<file path="config.mk">
export PLATFORM = sky130hd
export DESIGN_NAME = fwd_hazard_unit
export DESIGN_NICKNAME = d
export VERILOG_FILES = /design/src/rtl/haz_pkg.sv /design/src/rtl/haz_port_match.sv /design/src/rtl/fwd_hazard_unit.sv
export SDC_FILE = /design/constraint.sdc
export NUM_CORES = 1
export LEC_CHECK = 0
export ABC_AREA = 1
export BUFFER_PORTS_ARGS = -buffer_cell sky130_fd_sc_hd__buf_2
export CORE_MARGIN = 2
export CORE_UTILIZATION = 44
export DETAILED_ROUTE_END_ITERATION = 10
export GPL_TIMING_DRIVEN = 0
export HOLD_SLACK_MARGIN = 0.02
export PLACE_DENSITY = 0.79
export REMOVE_ABC_BUFFERS = 1
export SETUP_SLACK_MARGIN = 0.4
export SLEW_MARGIN = 10
export SYNTH_ARGS = -nofsm -noshare
export SYNTH_HDL_FRONTEND = slang
export SYNTH_HIERARCHICAL = 1
export SYNTH_SLANG_ARGS = --single-unit
</file>
<file path="constraint.sdc">
create_clock -name clk -period 1.62 [get_ports clk]
set_clock_uncertainty 0.15 [all_clocks]
set_input_delay 0.324 -clock clk [delete_from_list [all_inputs] [get_ports clk]]
set_output_delay 0.324 -clock clk [all_outputs]
set_load 0.005 [all_outputs]
</file>
<file path="src/rtl/haz_pkg.sv">
// Shared constants and helpers for the forwarding/hazard unit.
// Stage indices follow producer order: EXE is youngest.
package haz_pkg;

  typedef enum int {
    STG_EXE = 0,
    STG_MEM = 1,
    STG_WB  = 2
  } stage_e;

  localparam int FWD_SEL_RF = 0;
  localparam int DIV_CNT_W  = 8;

  function automatic int sel_w(input int num_fwd);
    return $clog2(num_fwd + 1);
  endfunction

endpackage

</file>
<file path="src/rtl/haz_port_match.sv">
// One ID read port compared against every producer stage.
// Youngest matching stage wins; load_hit flags a winner still in flight.
module haz_port_match
  import haz_pkg::*;
#(
  parameter int NUM_FWD = 3,
  parameter int AW      = 5,
  parameter int WEW     = 4,
  parameter int SELW    = 2
) (
  input  logic                   rd_en,
  input  logic [AW-1:0]          rd_addr,
  input  logic [NUM_FWD*AW-1:0]  stg_waddr,
  input  logic [NUM_FWD*WEW-1:0] stg_wen,
  input  logic [NUM_FWD-1:0]     stg_load,
  output logic [SELW-1:0]        sel,
  output logic                   load_hit
);

  logic use_port;

  assign use_port = rd_en & (rd_addr != '0);

  // Scan oldest to youngest so the youngest match overwrites.
  always_comb begin
    sel      = SELW'(FWD_SEL_RF);
    load_hit = 1'b0;
    for (int k = NUM_FWD - 1; k >= int'(STG_EXE); k--) begin
      if (use_port &&
          rd_addr == stg_waddr[k*AW +: AW] &&
          |stg_wen[k*WEW +: WEW]) begin
        sel      = SELW'(k + 1);
        load_hit = stg_load[k];
      end
    end
  end

endmodule

</file>
<file path="src/rtl/fwd_hazard_unit.sv">
// Forwarding selects, load-use and divider hazard stalls beside ID.
// Define HAZ_PERF_EN to add load/div stall cycle counters.
module fwd_hazard_unit
  import haz_pkg::*;
#(
  parameter int NUM_RD  = 2,
  parameter int NUM_FWD = int'(STG_WB) + 1,
  parameter int AW      = 5,
  parameter int WEW     = 4,
  parameter int DIV_LAT = 33
) (
  input  logic                   clk,
  input  logic                   rst_n,
  input  logic [NUM_RD-1:0]      rd_en,
  input  logic [NUM_RD*AW-1:0]   rd_addr,
  input  logic [NUM_FWD*AW-1:0]  stg_waddr,
  input  logic [NUM_FWD*WEW-1:0] stg_wen,
  input  logic [NUM_FWD-1:0]     stg_load,
  input  logic                   hilo_rd,
  input  logic                   div_start,
  input  logic                   ex_flush,
  output logic [NUM_RD*sel_w(NUM_FWD)-1:0] fwd_sel,
  output logic                   id_stall,
  output logic                   pc_write,
  output logic                   ir_write,
  output logic                   div_busy
`ifdef HAZ_PERF_EN
  ,
  output logic [31:0]            load_stall_cnt,
  output logic [31:0]            div_stall_cnt
`endif
);

  localparam int SELW = sel_w(NUM_FWD);

  logic [NUM_RD-1:0]    port_load;
  logic [DIV_CNT_W-1:0] div_cnt;
  logic                 load_haz;
  logic                 div_haz;
  logic                 div_go;

  for (genvar i = 0; i < NUM_RD; i++) begin : g_port
    haz_port_match #(
      .NUM_FWD (NUM_FWD),
      .AW      (AW),
      .WEW     (WEW),
      .SELW    (SELW)
    ) u_match (
      .rd_en     (rd_en[i]),
      .rd_addr   (rd_addr[i*AW +: AW]),
      .stg_waddr (stg_waddr),
      .stg_wen   (stg_wen),
      .stg_load  (stg_load),
      .sel       (fwd_sel[i*SELW +: SELW]),
      .load_hit  (port_load[i])
    );
  end

  assign load_haz = |port_load;
  assign div_busy = |div_cnt;
  assign div_haz  = div_busy & (hilo_rd | div_start);
  assign id_stall = rst_n & ~ex_flush & (load_haz | div_haz);
  assign pc_write = ~id_stall;
  assign ir_write = ~id_stall;

  // A flush only blocks a new issue; a divide already running completes.
  assign div_go = div_start & ~id_stall & ~ex_flush;

  always_ff @(posedge clk or negedge rst_n) begin
    if (!rst_n) begin
      div_cnt <= '0;
    end else if (div_go) begin
      div_cnt <= DIV_CNT_W'(DIV_LAT);
    end else if (div_busy) begin
      div_cnt <= div_cnt - 1'b1;
    end
  end

`ifdef HAZ_PERF_EN
  always_ff @(posedge clk or negedge rst_n) begin
    if (!rst_n) begin
      load_stall_cnt <= '0;
      div_stall_cnt  <= '0;
    end else begin
      if (id_stall && load_haz) load_stall_cnt <= load_stall_cnt + 1'b1;
      if (id_stall && div_haz)  div_stall_cnt  <= div_stall_cnt + 1'b1;
    end
  end
`else
  // No stall counters in the default build.
`endif

endmodule

</file>
==> results of run 1 <==
metal layers:
layer  part of all wire [%]  routed length, um  up-vias
li1                       -                  -      862
met4                    1.5                 61        0
met5                      0                  0        -
met2                     54               2140       55
met3                    5.0                199        9
met1                     40               1590      731
worst reg2reg max path, stage by stage, from the launching register on:
cell	delay [ns]
dfrtp_1	0.42
nor2_4	0.17
nand2_4	0.09
o21ai_2	0.13
nand2_2	0.08
buf_4	0.14
buf_6	0.10
buf_6	0.11
a21oi_4	0.20
nor2_1	0.06
cells in the final DEF, fill, tap and decap left out, drive strengths merged:
cell type / n
buf: 72
nor3: 1
dfrtp: 8
nor2: 47
a21oi: 4
nand4: 4
dlygate4sd3: 1
o21ai: 1
and2: 2
or2: 1
a21boi: 2
clkbuf: 3
inv: 44
nand2: 88
ha: 2
nand3: 14
xor2: 5
xnor2: 11
a31o: 1
nand3b: 2
cell type report:
class,count,area [um^2]
multi-input combinational,185,1090
fill,198,669
timing repair buffer,73,594
sequential,8,201
inverter,44,165
tap,31,38.8
clock buffer,3,22.5
report_power, final:
group,internal (mW),leakage [nW],total [mW],switching [mW]
combinational,0.543,1.09,1.10,0.556
sequential,0.289,0.0973,0.388,0.0993
clock,0.0845,0.0138,0.149,0.0649
total,0.916,1.20,1.64,0.721
worst max-delay path by stage:
| stage | to | startpoint |
|---|---|---|
| 2_1_floorplan | id_stall | stg_wen[11] |
| 3_3_place_gp | id_stall | rd_addr[7] |
| 3_5_place_dp | id_stall | rd_addr[0] |
| 4_1_cts | id_stall | rd_addr[1] |
| 5_1_grt | id_stall | rd_addr[7] |
| 6_report | id_stall | rd_addr[6] |
what timing repair did:
action | in CTS | in global routing
hold endpoints to repair | 8 | 0
resized for setup | 72 | 25
pin swaps | 46 | 25
setup buffers | 17 | 1
hold buffers | 1 | 0
endpoints found under the setup margin | 16 | 16
stage by stage:
step	worst slack [ns]	hold WS, ns	instance area [um^2]	power (mW)
after global routing	-0.566	0.248	2110	1.79
after global placement	-0.447	0.0258	1600	1.10
final	-0.435	0.234	2110	1.64
after detailed placement	-0.471	0.0266	1600	1.13
after CTS	-0.351	0.237	2010	1.57
after floorplan	-0.105	-0.122	1290	0.916
cell families (layout without fill, tap and decap cells):
kind of cell / after synthesis / after routing
XOR/XNOR: 16 / 16
flip-flops: 8 / 8
AO/OA/AOI/OAI: 8 / 8
buffers and inverters: 45 / 120
adder cells (fa/ha/maj): 2 / 2
AND/OR/NAND/NOR: 159 / 159
==> results.py, run 1 <==
metrics = {
    "global_route": {
        "use_met1_pct": 28.2,
        "antenna_found_initial": 0,
        "grt_pass1_wl_mm": 6.27,
        "grt-busiest-layer": "met2",
        "globalRouteMet3Util_pct": 2.68,
        "use_met2_pct": 43.5,
        "grt_max_degree": 9,
        "grt-ovfl-total": 0,
        "grt_pass1_vias": 1516,
        "groute.usage.overall_pct": 23.8,
    },
    "setup_path": {
        "critPathMaxFanout": 5,
        "cp_common_cell": "nand2_2",
        "worstReg2RegEnd": "div_cnt[4]",
        "crit_chain": "buf_6 -> nor2_1 -> nand3_1 -> nand2_2 -> inv_2 -> nand3b_1 -> nand2_1 -> inv_1 -> a21oi_2 -> nor2_1 -> nand2_2 -> nand2_2 -> inv_1 -> buf_2",
        "crit_required_ns": 1.15,
        "cp_top_family": "simple AND/OR/NAND/NOR gates",
        "r2r_cells": 9,
        "path_buf_inv": 5,
        "reg2reg_from": "div_cnt[3]",
        "cp.depth": 14,
        "slowest_stage": "nand3b_1",
        "crit_type": "input pin to output port",
        "slowest_delay_ns": 0.15,
        "start_kind": "input pin",
        "arrival_ns": 1.58,
        "critPathCaptureType": "output port",
        "reg2reg_slack_ns": -0.15,
    },
    "flow_run": {
        "max_cap_viol_count": 0,
    },
    "clocking": {
        "cts_buffers": 3,
        "clk_pin_slew_ns": 0.05,
        "cts.sinks": 8,
        "cts_tree": "built",
        "cts-htree-levels": 1,
        "clk_latency_ns": 0.26,
        "clockRootBuffer": "clkbuf_4",
        "clockBufferDepth": 2,
    },
    "timing": {
        "finalSetupViolations": 14,
        "tightest_slew_ns": 0.342,
        "fin_crit_ns": 2.05,
        "slew_headroom_pct": 77.1,
        "setup_tns_ns": -4.22,
        "fmax_mhz": 487,
        "rsz0062_at_grt": "yes",
        "post-route-worst-setup-slack_ns": -0.435,
        "hold_viol_final": 0,
        "min_period_over_period_pct": 127,
        "drv_slew": 0,
    },
    "synthesis": {
        "synthArstFlopShare_pct": 100,
        "synthTopCellsByArea": "nand2_1 (24%), dfrtp_1 (15%), nor2_1 (12%), inv_1 (11%), xnor2_1 (7.4%)",
        "synth-edff-count": 0,
        "synthSimpleGateAreaFrac_pct": 53.5,
        "synth.cell_area_um2": 1290,
        "synth_top_area_share_pct": 24.1,
        "yosysWarnings": 6,
        "synthFlopType": "dfrtp_1",
        "synth.most_common_cell": "nand2_1",
        "synth_top_area_cell": "nand2_1",
        "yosys-top-cells-count": "nand2_1 (83), nor2_1 (41), inv_1 (39)",
        "synthCells": 238,
        "ys_ff_latch": 8,
        "syn_avg_cell_area_um2": 5.44,
        "synthAdderAreaFrac_pct": 1.93,
        "synth_compound_area_share_pct": 4.93,
        "ys_seq_area_share_pct": 15.5,
        "synth_xor_area_share_pct": 10.8,
        "synth_top_family_by_area": "simple AND/OR/NAND/NOR gates",
        "ys_types": 24,
        "synth_mux_area_share_pct": 0,
    },
    "outcome": {
        "status": "finished, violations left",
        "violations": "setup timing",
    },
    "hold_path": {
        "hold_path_end": "div_cnt[0]",
        "worstHoldPathType": "input pin to flop",
        "hold_depth": 3,
        "min-delay-start": "div_start",
    },
    "layout": {
        "post-route-util_pct": 75.9,
        "nNetsFinal": 364,
        "largest_reg_flops": 8,
        "top_regs": "div_cnt (8)",
        "final_cells": 344,
        "antenna_cells": 0,
        "syn_to_final_growth_pct": 63.1,
        "top_register": "div_cnt",
        "drive_above_1_share_pct": 43.5,
    },
    "die": {
        "die_y_um": 58.3,
        "ioPinCount": 55,
        "rows": 19,
        "start_util_pct": 46.6,
        "core-area_um2": 2780,
        "die_x_um": 58.3,
        "dieArea_um2": 3390,
    },
    "routing": {
        "dr.pass1.iters": 4,
        "viasPerCell": 4.82,
        "drc": 0,
        "drt_iter0_drc": 76,
        "vias": 1657,
        "routedWlPerCell_um": 11.6,
        "ant_nets": 0,
        "wl_mm": 3.99,
    },
    "placed_design": {
        "dp.cells": 322,
        "dp_hpwl_mm": 2.63,
        "place_congestion": 0.880,
        "portBuffers": 54,
    },
    "pwr": {
        "power_density_nw_per_um2": 775,
        "peakVddDrop_v": 0.00107,
        "leakagePower_nw": 1.20,
    },
}
(Power assumes the default switching activity.)
==> run 2: changes to the inputs <==
Settings changed: MAX_ROUTING_LAYER set to met4, SETUP_SLACK_MARGIN 0.4 to 0.3.
==> run 2 against run 1 <==
  * The run still ends with setup timing left
  * Design area did not move
  * Sequential share of layout area stayed put
  * Core utilization did not move
  * Setup slack got worse by 0.0011 ns
  * Critical path type unchanged
  * Largest power group unchanged
==> results.py, run 2 (synthesis results as in run 1) <==
metrics = {
    "setup_path": {
        "path_buf_inv": 5,
        "cp.depth": 14,
        "start_kind": "input pin",
        "cp_common_cell": "nand2_2",
        "arrival_ns": 1.58,
        "crit_type": "input pin to output port",
        "slowest_stage": "nand3b_1",
        "critPathMaxFanout": 5,
        "cp_top_family": "simple AND/OR/NAND/NOR gates",
        "crit_chain": "buf_6 -> nor2_2 -> nand3_1 -> nand2_2 -> inv_2 -> nand3b_1 -> nand2_1 -> inv_1 -> a21oi_2 -> nor2_1 -> nand2_2 -> nand2_2 -> inv_1 -> buf_2",
        "r2r_cells": 9,
        "slowest_delay_ns": 0.15,
        "crit_required_ns": 1.15,
        "critPathCaptureType": "output port",
    },
    "die": {
        "die_y_um": 58.3,
        "core-area_um2": 2780,
        "start_util_pct": 46.6,
        "ioPinCount": 55,
        "die_x_um": 58.3,
        "dieArea_um2": 3390,
        "rows": 19,
    },
    "pwr": {
        "leakagePower_nw": 1.20,
        "peakVddDrop_v": 0.00107,
        "total_power_mw": 1.64,
        "power_density_nw_per_um2": 775,
    },
    "timing": {
        "slew_headroom_pct": 76.8,
        "rsz0062_at_grt": "yes",
        "hold_ws_ns": 0.236,
        "hold_viol_final": 0,
        "setup_tns_ns": -4.21,
        "post-route-worst-setup-slack_ns": -0.436,
        "tightest_slew_ns": 0.346,
        "min_period_over_period_pct": 127,
        "fmax_mhz": 486,
        "finalSetupViolations": 14,
        "drv_slew": 0,
        "fin_crit_ns": 2.06,
    },
    "routing": {
        "viasPerCell": 4.83,
        "drc": 0,
        "routedWlPerCell_um": 11.6,
        "dr.pass1.iters": 5,
        "drt_iter0_drc": 91,
        "vias": 1660,
        "ant_nets": 0,
        "wl_mm": 3.98,
    },
    "outcome": {
        "status": "finished, violations left",
        "violations": "setup timing",
    },
    "global_route": {
        "grt-ovfl-total": 0,
        "globalRouteMet3Util_pct": 2.23,
        "use_met1_pct": 28.4,
        "grt_max_degree": 9,
        "grt-busiest-layer": "met2",
        "antenna_found_initial": 0,
        "grt_pass1_vias": 1516,
        "use_met2_pct": 43.5,
        "groute.usage.overall_pct": 24.6,
        "grt_pass1_wl_mm": 6.27,
    },
    "layout": {
        "largest_reg_flops": 8,
        "multi_input_area_um2": 1090,
        "syn_to_final_growth_pct": 63.1,
        "final_cells": 344,
        "top_register": "div_cnt",
        "final_cell_mix": "nand2_1 (78), buf_2 (32), nor2_1 (31), inv_1 (31), buf_6 (23)",
        "antenna_cells": 0,
        "layout_commonest_cell": "nand2_1",
        "nNetsFinal": 364,
        "regArea_um2": 201,
        "fill_cells": 198,
        "drive_above_1_share_pct": 43.5,
        "top_regs": "div_cnt (8)",
    },
    "clocking": {
        "clk_latency_ns": 0.26,
        "cts-htree-levels": 1,
        "cts_tree": "built",
        "clockRootBuffer": "clkbuf_4",
        "cts_buffers": 3,
        "clk_pin_slew_ns": 0.05,
        "clockBufferDepth": 2,
        "cts.sinks": 8,
    },
    "placed_design": {
        "pre_cts_ws_ns": -0.471,
        "dp.cells": 322,
        "dp_hpwl_mm": 2.63,
        "portBuffers": 54,
        "place_congestion": 0.895,
    },
    "hold_path": {
        "hold_depth": 3,
        "worstHoldPathType": "input pin to flop",
    },
    "flow_run": {
        "max_cap_viol_count": 0,
    },
}
-- run 2: repair_timing --
action,in CTS,in global routing
cloned,0,0
pin swaps,46,25
hold endpoints to repair,8,0
buffers inserted,17,1
hold buffers,1,0
resized for setup,72,25
setup endpoints to repair,16,16
-- run 2: routing by layer --
layer / wire (um) / vias up
li1: - / 862
met1: 1600 / 730
met2: 2130 / 59
met3: 188 / 9
met4: 61 / 0
met5: 0 / -
-- run 2: worst paths after layout --
check,from,endpoint,slack [ns]
worst min-delay path,div_start,div_cnt[0],0.24
min in group asynchronous,rst_n,div_cnt[2],0.37
max in group asynchronous,rst_n,div_cnt[6],0.68
worst min register to register,div_cnt[5],div_cnt[5],0.44
worst max register to register,div_cnt[3],div_cnt[4],-0.15
worst max-delay path,rd_addr[7],id_stall,-0.44
-- run 2: power by group --
group | internal (mW) | switching (mW) | total (mW)
registers | 0.289 | 0.0990 | 0.388
clock network | 0.0846 | 0.0651 | 0.150
logic | 0.543 | 0.556 | 1.10
-- run 2: cell type report --
type | count | share of cell area (%)
multi-input combinational | 185 | 51.6
timing repair buffer | 73 | 28.1
sequential | 8 | 9.54
inverter | 44 | 7.82
tap | 31 | 1.84
clock buffer | 3 | 1.07
-- run 2: worst register-to-register path: cells and delay by family (launching register included) --
family | cells | cell delay, ns
buffers and inverters | 3 | 0.35
flip-flops | 1 | 0.42
AND/OR/NAND/NOR | 4 | 0.40
AO/OA/AOI/OAI | 2 | 0.33
-- run 2: metrics by stage --
| stage | area (um^2) | util (%) |
|---|---|---|
| finish | 2110 | 75.9 |
| global route | 2110 | 75.9 |
| CTS | 2010 | 72.1 |
| detailed placement | 1600 | 57.4 |
| global placement | 1600 | 57.4 |
| floorplan | 1290 | - |
==> run 3: changes to the inputs <==
Settings changed: CORE_UTILIZATION 44 to 32, PLACE_DENSITY 0.79 to 0.61.
==> run 3 against run 2 <==
  * The run still ends with setup timing left
  * Design area up 6.6%
  * Non-clock buffer count increased by 5
  * Clock power up 60%
  * Final cell count is 7.0% higher
  * Wire length is 1.1% higher
  * Via count down 2.3%
  * First-iteration DRC count decreased by 54%
  * Largest cell class unchanged
  * Highest routed layer unchanged
==> results.py, run 3 (synthesis results as in run 1) <==
metrics = {
    "outcome": {
        "status": "finished, violations left",
        "violations": "setup timing",
    },
    "setup_path": {
        "cp_top_family": "simple AND/OR/NAND/NOR gates",
        "r2r_cells": 10,
        "reg2reg_from": "div_cnt[1]",
        "critPathCaptureType": "output port",
        "reg2reg_slack_ns": -0.18,
        "crit_required_ns": 1.15,
        "crit_chain": "buf_4 -> nor2_4 -> nand3_1 -> nand2_1 -> inv_2 -> nand3b_1 -> nand2_1 -> inv_1 -> a21oi_2 -> nor2_1 -> nand2_2 -> nand2_4 -> inv_2 -> buf_6",
        "worstReg2RegEnd": "div_cnt[1]",
        "arrival_ns": 1.57,
        "endpoint": "id_stall",
        "path_buf_inv": 5,
        "slowest_stage": "buf_4",
        "cp.depth": 14,
        "crit_type": "input pin to output port",
        "crit_path_start": "rd_addr[5]",
        "start_kind": "input pin",
        "critPathMaxFanout": 5,
        "slowest_delay_ns": 0.14,
    },
    "die": {
        "start_util_pct": 32.8,
        "die_x_um": 67.6,
        "ioPinCount": 55,
        "dieArea_um2": 4570,
        "die_y_um": 67.6,
        "core-area_um2": 3940,
        "rows": 23,
    },
    "placed_design": {
        "dpl_cell_area_um2": 1620,
        "dp_hpwl_mm": 2.71,
        "place_congestion": 0.800,
        "pre_cts_ws_ns": -0.516,
        "portBuffers": 54,
        "dp.cells": 341,
    },
    "routing": {
        "viasPerCell": 4.41,
        "wl_mm": 4.02,
        "drt_iter0_drc": 42,
        "dr.pass1.iters": 4,
        "routedWlPerCell_um": 10.9,
        "ant_nets": 0,
        "drc": 0,
        "vias": 1622,
    },
    "global_route": {
        "antenna_found_initial": 0,
        "grt_pass1_vias": 1399,
        "grt_max_degree": 9,
        "groute.usage.overall_pct": 17.0,
        "grt_pass1_wl_mm": 5.85,
        "grt-ovfl-total": 0,
    },
    "timing": {
        "finalSetupViolations": 15,
        "rsz0062_at_grt": "yes",
        "post-route-worst-setup-slack_ns": -0.419,
        "fmax_mhz": 490,
        "min_period_over_period_pct": 126,
        "fin_crit_ns": 2.04,
        "hold_ws_ns": 0.242,
        "slew_headroom_pct": 75.6,
        "drv_slew": 0,
        "hold_viol_final": 0,
        "tightest_slew_ns": 0.364,
    },
    "layout": {
        "nNetsFinal": 369,
        "final_cells": 368,
        "syn_to_final_growth_pct": 73.8,
        "drive_above_1_share_pct": 47.8,
        "top_regs": "div_cnt (8)",
        "final_cell_mix": "nand2_1 (75), nor2_1 (28), buf_2 (28)",
        "largest_reg_flops": 8,
        "layout_commonest_cell": "nand2_1",
        "top_register": "div_cnt",
        "fill_cells": 379,
        "final_area_um2": 2250,
        "antenna_cells": 0,
    },
    "pwr": {
        "leakagePower_nw": 1.24,
        "power.switching_mw": 0.742,
        "p_int_mw": 1.02,
        "swShare_pct": 42.1,
        "seqPwrFrac_pct": 21.8,
        "power_density_nw_per_um2": 784,
        "p_clk_share_pct": 13.6,
        "total_power_mw": 1.76,
        "peakVddDrop_v": 0.000880,
        "comb_power_share_pct": 64.6,
    },
    "clocking": {
        "cts-htree-levels": 1,
        "clk_pin_slew_ns": 0.04,
        "cts_buffers": 3,
        "clockRootBuffer": "clkbuf_8",
        "clk_latency_ns": 0.23,
        "clockBufferDepth": 2,
        "cts_tree": "built",
        "cts.sinks": 8,
    },
    "hold_path": {
        "worstHoldPathType": "input pin to flop",
    },
    "flow_run": {
        "max_cap_viol_count": 0,
    },
}
==> run 3: tightest hold or removal path, cell delays in order <==
cell	delay, ns
buf_2	0.12
nand3_4	0.09
nand2_2	0.04
==> run 3: worst min-delay path by stage <==
stage / startpoint / endpoint / depth (start not counted)
finish: div_start / div_cnt[0] / 3
global route: div_start / div_cnt[0] / 3
CTS: div_start / div_cnt[0] / 3
detailed placement: rst_n / div_cnt[3] / 1
global placement: rst_n / div_cnt[3] / 1
floorplan: rst_n / div_cnt[0] / 0
==> run 3: timing repair <==
action | in CTS | in global routing
setup endpoints to repair | 16 | 16
pin swaps | 39 | 35
resized for setup | 58 | 61
hold buffers | 1 | 0
hold endpoints to repair | 8 | 0
buffers inserted | 13 | 10
==> run 3: power by group through the flow <==
stage	combinational, mW	clock (mW)	sequential [mW]
finish	1.14	0.240	0.385
detailed placement	0.722	0	0.391
floorplan	0.546	0	0.370
global route	1.28	0.255	0.396
global placement	0.712	0	0.389
CTS	0.861	0.243	0.377
==> run 3: per-stage QoR <==
stage	utilization, %	setup TNS, ns
final	57.1	-4.49
after global placement	41.1	-4.54
after global routing	57.1	-5.92
after CTS	50.0	-3.76
after detailed placement	41.1	-4.72
after floorplan	-	-0.192
==> run 3: final cells by class <==
type | instances | area (um^2) | area share [%]
tap | 50 | 62.6 | 2.78
sequential | 8 | 201 | 8.95
multi-input combinational | 185 | 1130 | 50.4
inverter | 44 | 170 | 7.56
clock buffer | 3 | 41.3 | 1.83
timing repair buffer | 78 | 642 | 28.5
==> run 3: metal layers <==
layer | track usage, % | vias to the layer above | routed length, um
met1 | 19.8 | 711 | 1700
met5 | - | - | 0
li1 | - | 871 | -
met4 | 1.79 | 0 | 27
met2 | 30.9 | 38 | 2090
met3 | 3.67 | 2 | 203
